===== config.mk =====
export PLATFORM = sky130hd
export DESIGN_NAME = keypad_scanner_flat
export DESIGN_NICKNAME = d
export VERILOG_FILES = /design/src/rtl/keypad_scanner_pkg.sv /design/src/rtl/keypad_scanner_if.sv /design/src/rtl/keypad_scanner_debounce.sv /design/src/rtl/keypad_scanner.sv /design/src/flat_wrapper.sv
export SDC_FILE = /design/constraint.sdc
export NUM_CORES = 1
export LEC_CHECK = 0
export BUFFER_PORTS_ARGS = -buffer_cell sky130_fd_sc_hd__buf_2
export CAP_MARGIN = 20
export CORE_MARGIN = 2
export CORE_UTILIZATION = 45
export DETAILED_ROUTE_END_ITERATION = 8
export SLEW_MARGIN = 20
export SYNTH_ARGS = -nofsm -noshare
export SYNTH_HDL_FRONTEND = slang
export SYNTH_HIERARCHICAL = 1
export SYNTH_SLANG_ARGS = --single-unit

===== constraint.sdc =====
create_clock -name clk -period 9.1 [get_ports clk]
set_clock_uncertainty 0.05 [all_clocks]
set_input_delay 1.82 -clock clk [delete_from_list [all_inputs] [get_ports clk]]
set_output_delay 1.82 -clock clk [all_outputs]
set_load 0.01 [all_outputs]

===== src/rtl/keypad_scanner_pkg.sv =====
// keypad_scanner_pkg: shared matrix geometry, FSM and frame-classification types
package keypad_scanner_pkg;
    localparam int ROWS   = 4;
    localparam int COLS   = 4;
    localparam int CODE_W = 4;
    localparam int KEYS   = ROWS * COLS;
    typedef enum logic {RELEASED, HELD} state_t;
    typedef enum logic [1:0] {EMPTY, SINGLE, MULTI} class_t;
endpackage


===== src/rtl/keypad_scanner_if.sv =====
// keypad_scanner_if: key matrix lines plus key event outputs
interface keypad_scanner_if;
    import keypad_scanner_pkg::*;
    logic [ROWS-1:0]   key_row;
    logic [COLS-1:0]   key_col;
    logic              key_valid;
    logic [CODE_W-1:0] key_code;
    logic              key_down;
    modport master (input key_row, output key_col, key_valid, key_code, key_down);
    modport slave  (output key_row, input key_col, key_valid, key_code, key_down);
endinterface


===== src/rtl/keypad_scanner_debounce.sv =====
// keypad_debounce: classifies whole frames, debounces them and tracks press/release
module keypad_debounce
    import keypad_scanner_pkg::*;
#(
    parameter int DEBOUNCE_SCANS = 4
) (
    input  logic              clk,
    input  logic              rst,
    input  logic [KEYS-1:0]   frame,
    input  logic              frame_done,
    output logic              key_valid,
    output logic [CODE_W-1:0] key_code,
    output logic              key_down
);
    localparam int CNT_W = $clog2(DEBOUNCE_SCANS + 1);
    localparam logic [CNT_W-1:0] CNT_MAX = CNT_W'(DEBOUNCE_SCANS);

    state_t            state, state_nxt;
    class_t            cls, cand_cls, cand_cls_nxt;
    logic [CODE_W-1:0] code, cand_code, cand_code_nxt, key_code_nxt;
    logic [CNT_W-1:0]  count, count_nxt, sat;
    logic              same, hit, key_valid_nxt;

    assign key_down = (state == HELD);

    // classify the frame: empty, one key (with its bit index) or a ghost-prone multi-press
    always_comb begin
        code = '0;
        for (int i = 0; i < KEYS; i++)
            if (frame[i]) code = CODE_W'(i);
        cls = (frame == '0) ? EMPTY : $onehot(frame) ? SINGLE : MULTI;
    end

    // debounce counting and press/release decisions; events fire only when the count first saturates
    always_comb begin
        state_nxt     = state;
        cand_cls_nxt  = cand_cls;
        cand_code_nxt = cand_code;
        count_nxt     = count;
        key_code_nxt  = key_code;
        key_valid_nxt = 1'b0;
        same = (cls == cand_cls) && (code == cand_code);
        sat  = !same ? CNT_W'(1) : (count == CNT_MAX) ? count : count + CNT_W'(1);
        hit  = frame_done && (cls != MULTI) && (sat == CNT_MAX) && !(same && count == CNT_MAX);
        if (frame_done) begin
            cand_cls_nxt  = cls;
            cand_code_nxt = code;
            count_nxt     = (cls == MULTI) ? '0 : sat;
        end
        if (hit && cls == SINGLE && (state == RELEASED || code != key_code)) begin
            state_nxt     = HELD;
            key_code_nxt  = code;
            key_valid_nxt = 1'b1;
        end
        if (hit && cls == EMPTY) state_nxt = RELEASED;
    end

    // state and output registers
    always_ff @(posedge clk or posedge rst) begin
        if (rst) begin
            state     <= RELEASED;
            cand_cls  <= EMPTY;
            cand_code <= '0;
            count     <= '0;
            key_code  <= '0;
            key_valid <= 1'b0;
        end else begin
            state     <= state_nxt;
            cand_cls  <= cand_cls_nxt;
            cand_code <= cand_code_nxt;
            count     <= count_nxt;
            key_code  <= key_code_nxt;
            key_valid <= key_valid_nxt;
        end
    end
endmodule


===== src/rtl/keypad_scanner.sv =====
// keypad_scanner: strobes columns on a divided tick, samples rows into 16-key frames
module keypad_scanner
    import keypad_scanner_pkg::*;
#(
    parameter int SCAN_DIV       = 5000,
    parameter int DEBOUNCE_SCANS = 4
) (
    input logic               clk,
    input logic               rst,
    keypad_scanner_if.master  kif
);
    localparam int DIV_W = $clog2(SCAN_DIV);

    logic [DIV_W-1:0] div_cnt;
    logic [1:0]       col_idx;
    logic [KEYS-1:0]  frame;
    logic             frame_done;
    logic             tick;

    assign tick = (div_cnt == DIV_W'(SCAN_DIV - 1));

    // divider, column strobe and row sampling; the sample uses the rows seen under the old column
    always_ff @(posedge clk or posedge rst) begin
        if (rst) begin
            div_cnt     <= '0;
            col_idx     <= '0;
            frame       <= '0;
            frame_done  <= 1'b0;
            kif.key_col <= 4'b1110;
        end else begin
            div_cnt    <= tick ? '0 : div_cnt + DIV_W'(1);
            frame_done <= tick && (col_idx == 2'd3);
            if (tick) begin
                frame[{col_idx, 2'b00} +: ROWS] <= ~kif.key_row;
                col_idx     <= col_idx + 2'd1;
                kif.key_col <= ~(COLS'(1) << (col_idx + 2'd1));
            end
        end
    end

    keypad_debounce #(.DEBOUNCE_SCANS(DEBOUNCE_SCANS)) u_debounce (
        .clk       (clk),
        .rst       (rst),
        .frame     (frame),
        .frame_done(frame_done),
        .key_valid (kif.key_valid),
        .key_code  (kif.key_code),
        .key_down  (kif.key_down)
    );
endmodule


===== src/flat_wrapper.sv =====
// flat-port wrapper written by rule: the top's interface ports become plain ports
module keypad_scanner_flat import keypad_scanner_pkg::*;
#(
    parameter int SCAN_DIV       = 5000,
    parameter int DEBOUNCE_SCANS = 4
)
  (clk, rst, kif_key_row, kif_key_col, kif_key_valid, kif_key_code, kif_key_down);
  keypad_scanner_if kif_i ();
  input logic clk;
  input logic rst;
  input wire logic [$bits(kif_i.key_row)-1:0] kif_key_row;
  output wire logic [$bits(kif_i.key_col)-1:0] kif_key_col;
  output wire logic [$bits(kif_i.key_valid)-1:0] kif_key_valid;
  output wire logic [$bits(kif_i.key_code)-1:0] kif_key_code;
  output wire logic [$bits(kif_i.key_down)-1:0] kif_key_down;
  assign kif_i.key_row = kif_key_row;
  assign kif_key_col = kif_i.key_col;
  assign kif_key_valid = kif_i.key_valid;
  assign kif_key_code = kif_i.key_code;
  assign kif_key_down = kif_i.key_down;
  keypad_scanner #(.SCAN_DIV(SCAN_DIV), .DEBOUNCE_SCANS(DEBOUNCE_SCANS)) u_core (.clk(clk), .rst(rst), .kif(kif_i));
endmodule

==> summary by stage <==
Run status
The run finished with clean final reports.

Timing
In this run the tightest slew margin relative to its limit is 48.4%. The number of hold violations in the final report came to 0. The maximum clock rate is 197 MHz. Setup repair after global routing left no endpoint under its margin. The portion of the clock cycle consumed by the worst path in the final layout is 55.7%. Setup violations remaining at the end of the flow were counted as 0. The actual transition at the worst max-transition pin is 0.768 ns. For the final routed database, the setup TNS stands at 0 ns. The worst hold margin is 0.421 ns. For the finished layout, the period the worst path requires is 5.06 ns.

The number of max-slew violations in the final report is 0.

Finish
The ratio of cells with drive above 1 in the final layout is 21.3%. The most common library cell in the layout ignoring fill and taps is sky130_fd_sc_hd__dfrtp_1. In the layout the commonest cells are sky130_fd_sc_hd__dfrtp_1, sky130_fd_sc_hd__inv_1, sky130_fd_sc_hd__nor2_1. The count of filler cells inserted in the layout is 651. Compared with the post-synthesis result, the final layout area differs by 8.58%. 0 antenna diodes ended up in the layout.

Once layout is done, the placed cells without fillers occupy 0.00347 mm2. The final net count is 353.

Global routing
The number of global-route vias before repair is 2,114. The first-pass GRT wire length is 10.0 mm. Entering global routing, the biggest net connects 37 pins. The overall overflow remaining after global route is 0. Across every metal layer, demand over resource in global routing totals 16.4%. The number of antenna violations at the first check in global routing is 0.

Synth
The net count after synthesis is 336. By area the synthesized netlist is led by sky130_fd_sc_hd__dfrtp_1, sky130_fd_sc_hd__mux2_2, sky130_fd_sc_hd__fa_1. The most used flip-flop cell after synthesis is sky130_fd_sc_hd__dfrtp_1. The average instance in the mapped netlist occupies 10.4 um2.

The share of async-settable or async-resettable flops after synthesis is 100%. Sequential elements use 40.1% of the synthesized area. The synthesized design spends more area on one cell type than any other, namely sky130_fd_sc_hd__dfrtp_1.

Synthesis instantiated 56 different standard cells from the library. The cell count after synthesis is 306. The top cell type's share of synthesized area is 37.6%. The count of flip-flops with a built-in enable after synthesis is 0. Yosys printed 6 warnings. Counting flops and latches in the post-synthesis netlist gives 51. The post-synthesis instance area is 0.00319 mm2.

Setup path
The critical path buffer and inverter count is 4. The critical path capture point type is a flop. In this design, the stage delay of the slowest critical-path cell is 0.54 ns. The required arrival time at the worst endpoint is 9.25 ns. In this run the register-to-register setup slack is 4.04 ns. The most numerous cell type found on the critical path is sky130_fd_sc_hd__fa_1.

The worst setup path is launched from a flop. For the worst setup path, the data arrival time is 5.22 ns. The slowest stage of the critical path is the sky130_fd_sc_hd__fa_1 cell. On the critical path the largest part of the delay comes from adder cells. The maximum fanout encountered on the critical timing path is 6. The path type of the worst setup path is reg -> reg.

Traced cell by cell, the critical path runs through inv_1, fa_1, inv_1, fa_1, fa_1, inv_1, fa_1, inv_1, ha_1, fa_1, nor4b_1, and4_1, a211o_1, nand4_2, nor3_2, mux2_2.

Route
The residual antenna-violating net count after detailed routing is 0. The routed wirelength normalized by instance count is 13.9 um. After detailed routing, the total wire length is 5.83 mm. The number of vias after detailed routing is 2,189.

After detailed routing, the number of remaining DRC violations is 0. The first detailed-routing pass took 4 iterations. The average vias per placed instance is 5.21. The number of DRC markers after the initial detailed-route iteration is 69.

Clocking
Buffers inserted to repair hold after CTS numbered 0. Post-CTS repair changed the size of 0 cells. The tree built by TritonCTS fans out to 51 sinks. At the later pin of the worst-skew pair, clock insertion delay measures 0.31 ns. The maximum buffer depth of the clock tree is 2. The clock tree synthesis step divided the H-tree into 2 levels. Buffers inserted during clock tree synthesis total 5. Once the clock tree was built, the setup fixing pass inserted 0 buffers.

The clock tree root driver cell is sky130_fd_sc_hd__clkbuf_8. Clock-pin slew was measured on the worst setup and hold paths at 0.11 ns. TritonCTS built the clock tree.

Placed design
Port buffering added 15 buffers. Routability-driven placement finished with a final weighted congestion of 0.831. The HPWL after detailed placement is 4.47 mm. The instance area after placement is 0.00337 mm2.

Floorplan
The die extent in x is 88.2 um. The floorplan has 30 rows. The die span in y is 88.2 um. In this run the count of I/O pins placed on the die edge is 16.

Once the floorplan was initialized, standard cells occupied 46.7% of the core. The die area is 0.00778 mm2. After floorplanning, the core was sized to cover 0.00683 mm2.

Power
The leakage power of the design is 1.69 nW. The largest vdd supply drop is 55.4 uV. For this design the ratio of total power to cell area is 108 mW/mm2.

The final total power is 0.373 mW.

Job
Across the run, the number of max-cap violations was 0.

Hold path
The worst min-delay path class is reg -> reg.
==> routing by layer <==
metal | track usage, % | wire (um) | vias to the layer above
li1 | - | - | 1105
met1 | 22.2 | 2850 | 1058
met2 | 28.2 | 2820 | 21
met3 | 2.52 | 117 | 5
met4 | 3.31 | 41 | 0
met5 | 0 | 0 | -
==> logic make-up after synthesis <==
| family | count (synthesis) | share of synthesized area (%) |
|---|---|---|
| buffers and inverters | 43 | 5.21 |
| adder cells (fa/ha/maj) | 24 | 11.8 |
| AO/OA/AOI/OAI | 39 | 9.10 |
| AND/OR/NAND/NOR | 112 | 21.7 |
| flip-flops | 51 | 40.1 |
| multiplexers | 24 | 8.31 |
| XOR/XNOR | 13 | 3.80 |
==> where the power goes <==
part | leakage [nW] | switching, mW | internal [mW]
Combinational | 0.951 | 0.00559 | 0.00138
Sequential | 0.687 | 0 | 0.227
Clock | 0.0474 | 0.0770 | 0.0622
Total | 1.69 | 0.0826 | 0.290
==> sequential cells by signal, indices dropped and copies added, names as in the netlist <==
name,flops
u_core/kif.key_col,4
u_core/u_debounce/count,3
u_core/u_debounce/cand_code,4
u_core/u_debounce/key_down,1
u_core/u_debounce/cand_cls,2
u_core/u_debounce/key_valid,1
u_core/frame_done,1
u_core/div_cnt,13
u_core/frame,16
u_core/col_idx,2
u_core/u_debounce/key_code,4
==> synthesized netlist by cell type (2+ instances only) <==
cell type and number:
sky130_fd_sc_hd__dfrtp_1 48, sky130_fd_sc_hd__inv_1 37, sky130_fd_sc_hd__nor2_1 34, sky130_fd_sc_hd__mux2_2 20, sky130_fd_sc_hd__nand2_1 16, sky130_fd_sc_hd__ha_1 14
sky130_fd_sc_hd__nand3_1 12, sky130_fd_sc_hd__fa_1 10, sky130_fd_sc_hd__a21oi_1 9, sky130_fd_sc_hd__o21ai_0 9, sky130_fd_sc_hd__nor3_1 8, sky130_fd_sc_hd__xnor2_1 7
sky130_fd_sc_hd__nor4_1 5, sky130_fd_sc_hd__nor4_4 5, sky130_fd_sc_hd__xor2_1 5, sky130_fd_sc_hd__clkbuf_1 4, sky130_fd_sc_hd__mux2i_1 4, sky130_fd_sc_hd__or3_1 4
sky130_fd_sc_hd__or4_1 4, sky130_fd_sc_hd__a31oi_1 3, sky130_fd_sc_hd__dfstp_2 3, sky130_fd_sc_hd__nand4_1 3, sky130_fd_sc_hd__nor4_2 3, sky130_fd_sc_hd__o21ba_2 3
sky130_fd_sc_hd__or4b_2 3, sky130_fd_sc_hd__nor2b_1 2, sky130_fd_sc_hd__o31ai_1 2
==> cell type report <==
cell class	instances	area [um2]	share of cell area, %
multi-input cells	212	1750	50.4
flip-flops and latches	51	1280	36.9
inverters	37	139	4.01
well taps	96	120	3.47
clock buffers	6	82.6	2.38
repair buffers	16	82.6	2.38
clock inverters	2	16.3	0.469
==> stage by stage <==
step	utilization, %	instances	worst slack, ns
after global placement	49.3	412	4.11
after global routing	50.7	420	3.76
after floorplan	-	306	4.31
final	50.7	420	4.04
after CTS	50.7	420	4.03
after detailed placement	49.3	412	4.01
==> worst register-to-register path, cell delays in order (launching register included) <==
cell                      delay, ns
sky130_fd_sc_hd__dfrtp_1       0.45
sky130_fd_sc_hd__inv_1         0.09
sky130_fd_sc_hd__fa_1          0.54
sky130_fd_sc_hd__inv_1         0.05
sky130_fd_sc_hd__fa_1          0.45
sky130_fd_sc_hd__fa_1          0.51
sky130_fd_sc_hd__inv_1         0.05
sky130_fd_sc_hd__fa_1          0.48
sky130_fd_sc_hd__inv_1         0.05
sky130_fd_sc_hd__ha_1          0.20
sky130_fd_sc_hd__fa_1          0.43
sky130_fd_sc_hd__nor4b_1       0.45
sky130_fd_sc_hd__and4_1        0.25
sky130_fd_sc_hd__a211o_1       0.15
sky130_fd_sc_hd__nand4_2       0.12
sky130_fd_sc_hd__nor3_2        0.29
sky130_fd_sc_hd__mux2_2        0.38
==> worst paths after layout <==
kind | startpoint | cells past startpoint | endpoint
min | u_core/kif.key_col[3] | 2 | u_core/kif.key_col[3]
max | u_core/frame[5] | 16 | u_core/u_debounce/key_code[2]
min in group asynchronous | rst | 2 | u_core/u_debounce/key_code[0]
max reg2reg | u_core/frame[5] | 16 | u_core/u_debounce/key_code[2]
max in group asynchronous | rst | 3 | u_core/kif.key_col[1]
min reg2reg | u_core/kif.key_col[3] | 2 | u_core/kif.key_col[3]
(Power assumes the default switching activity.)
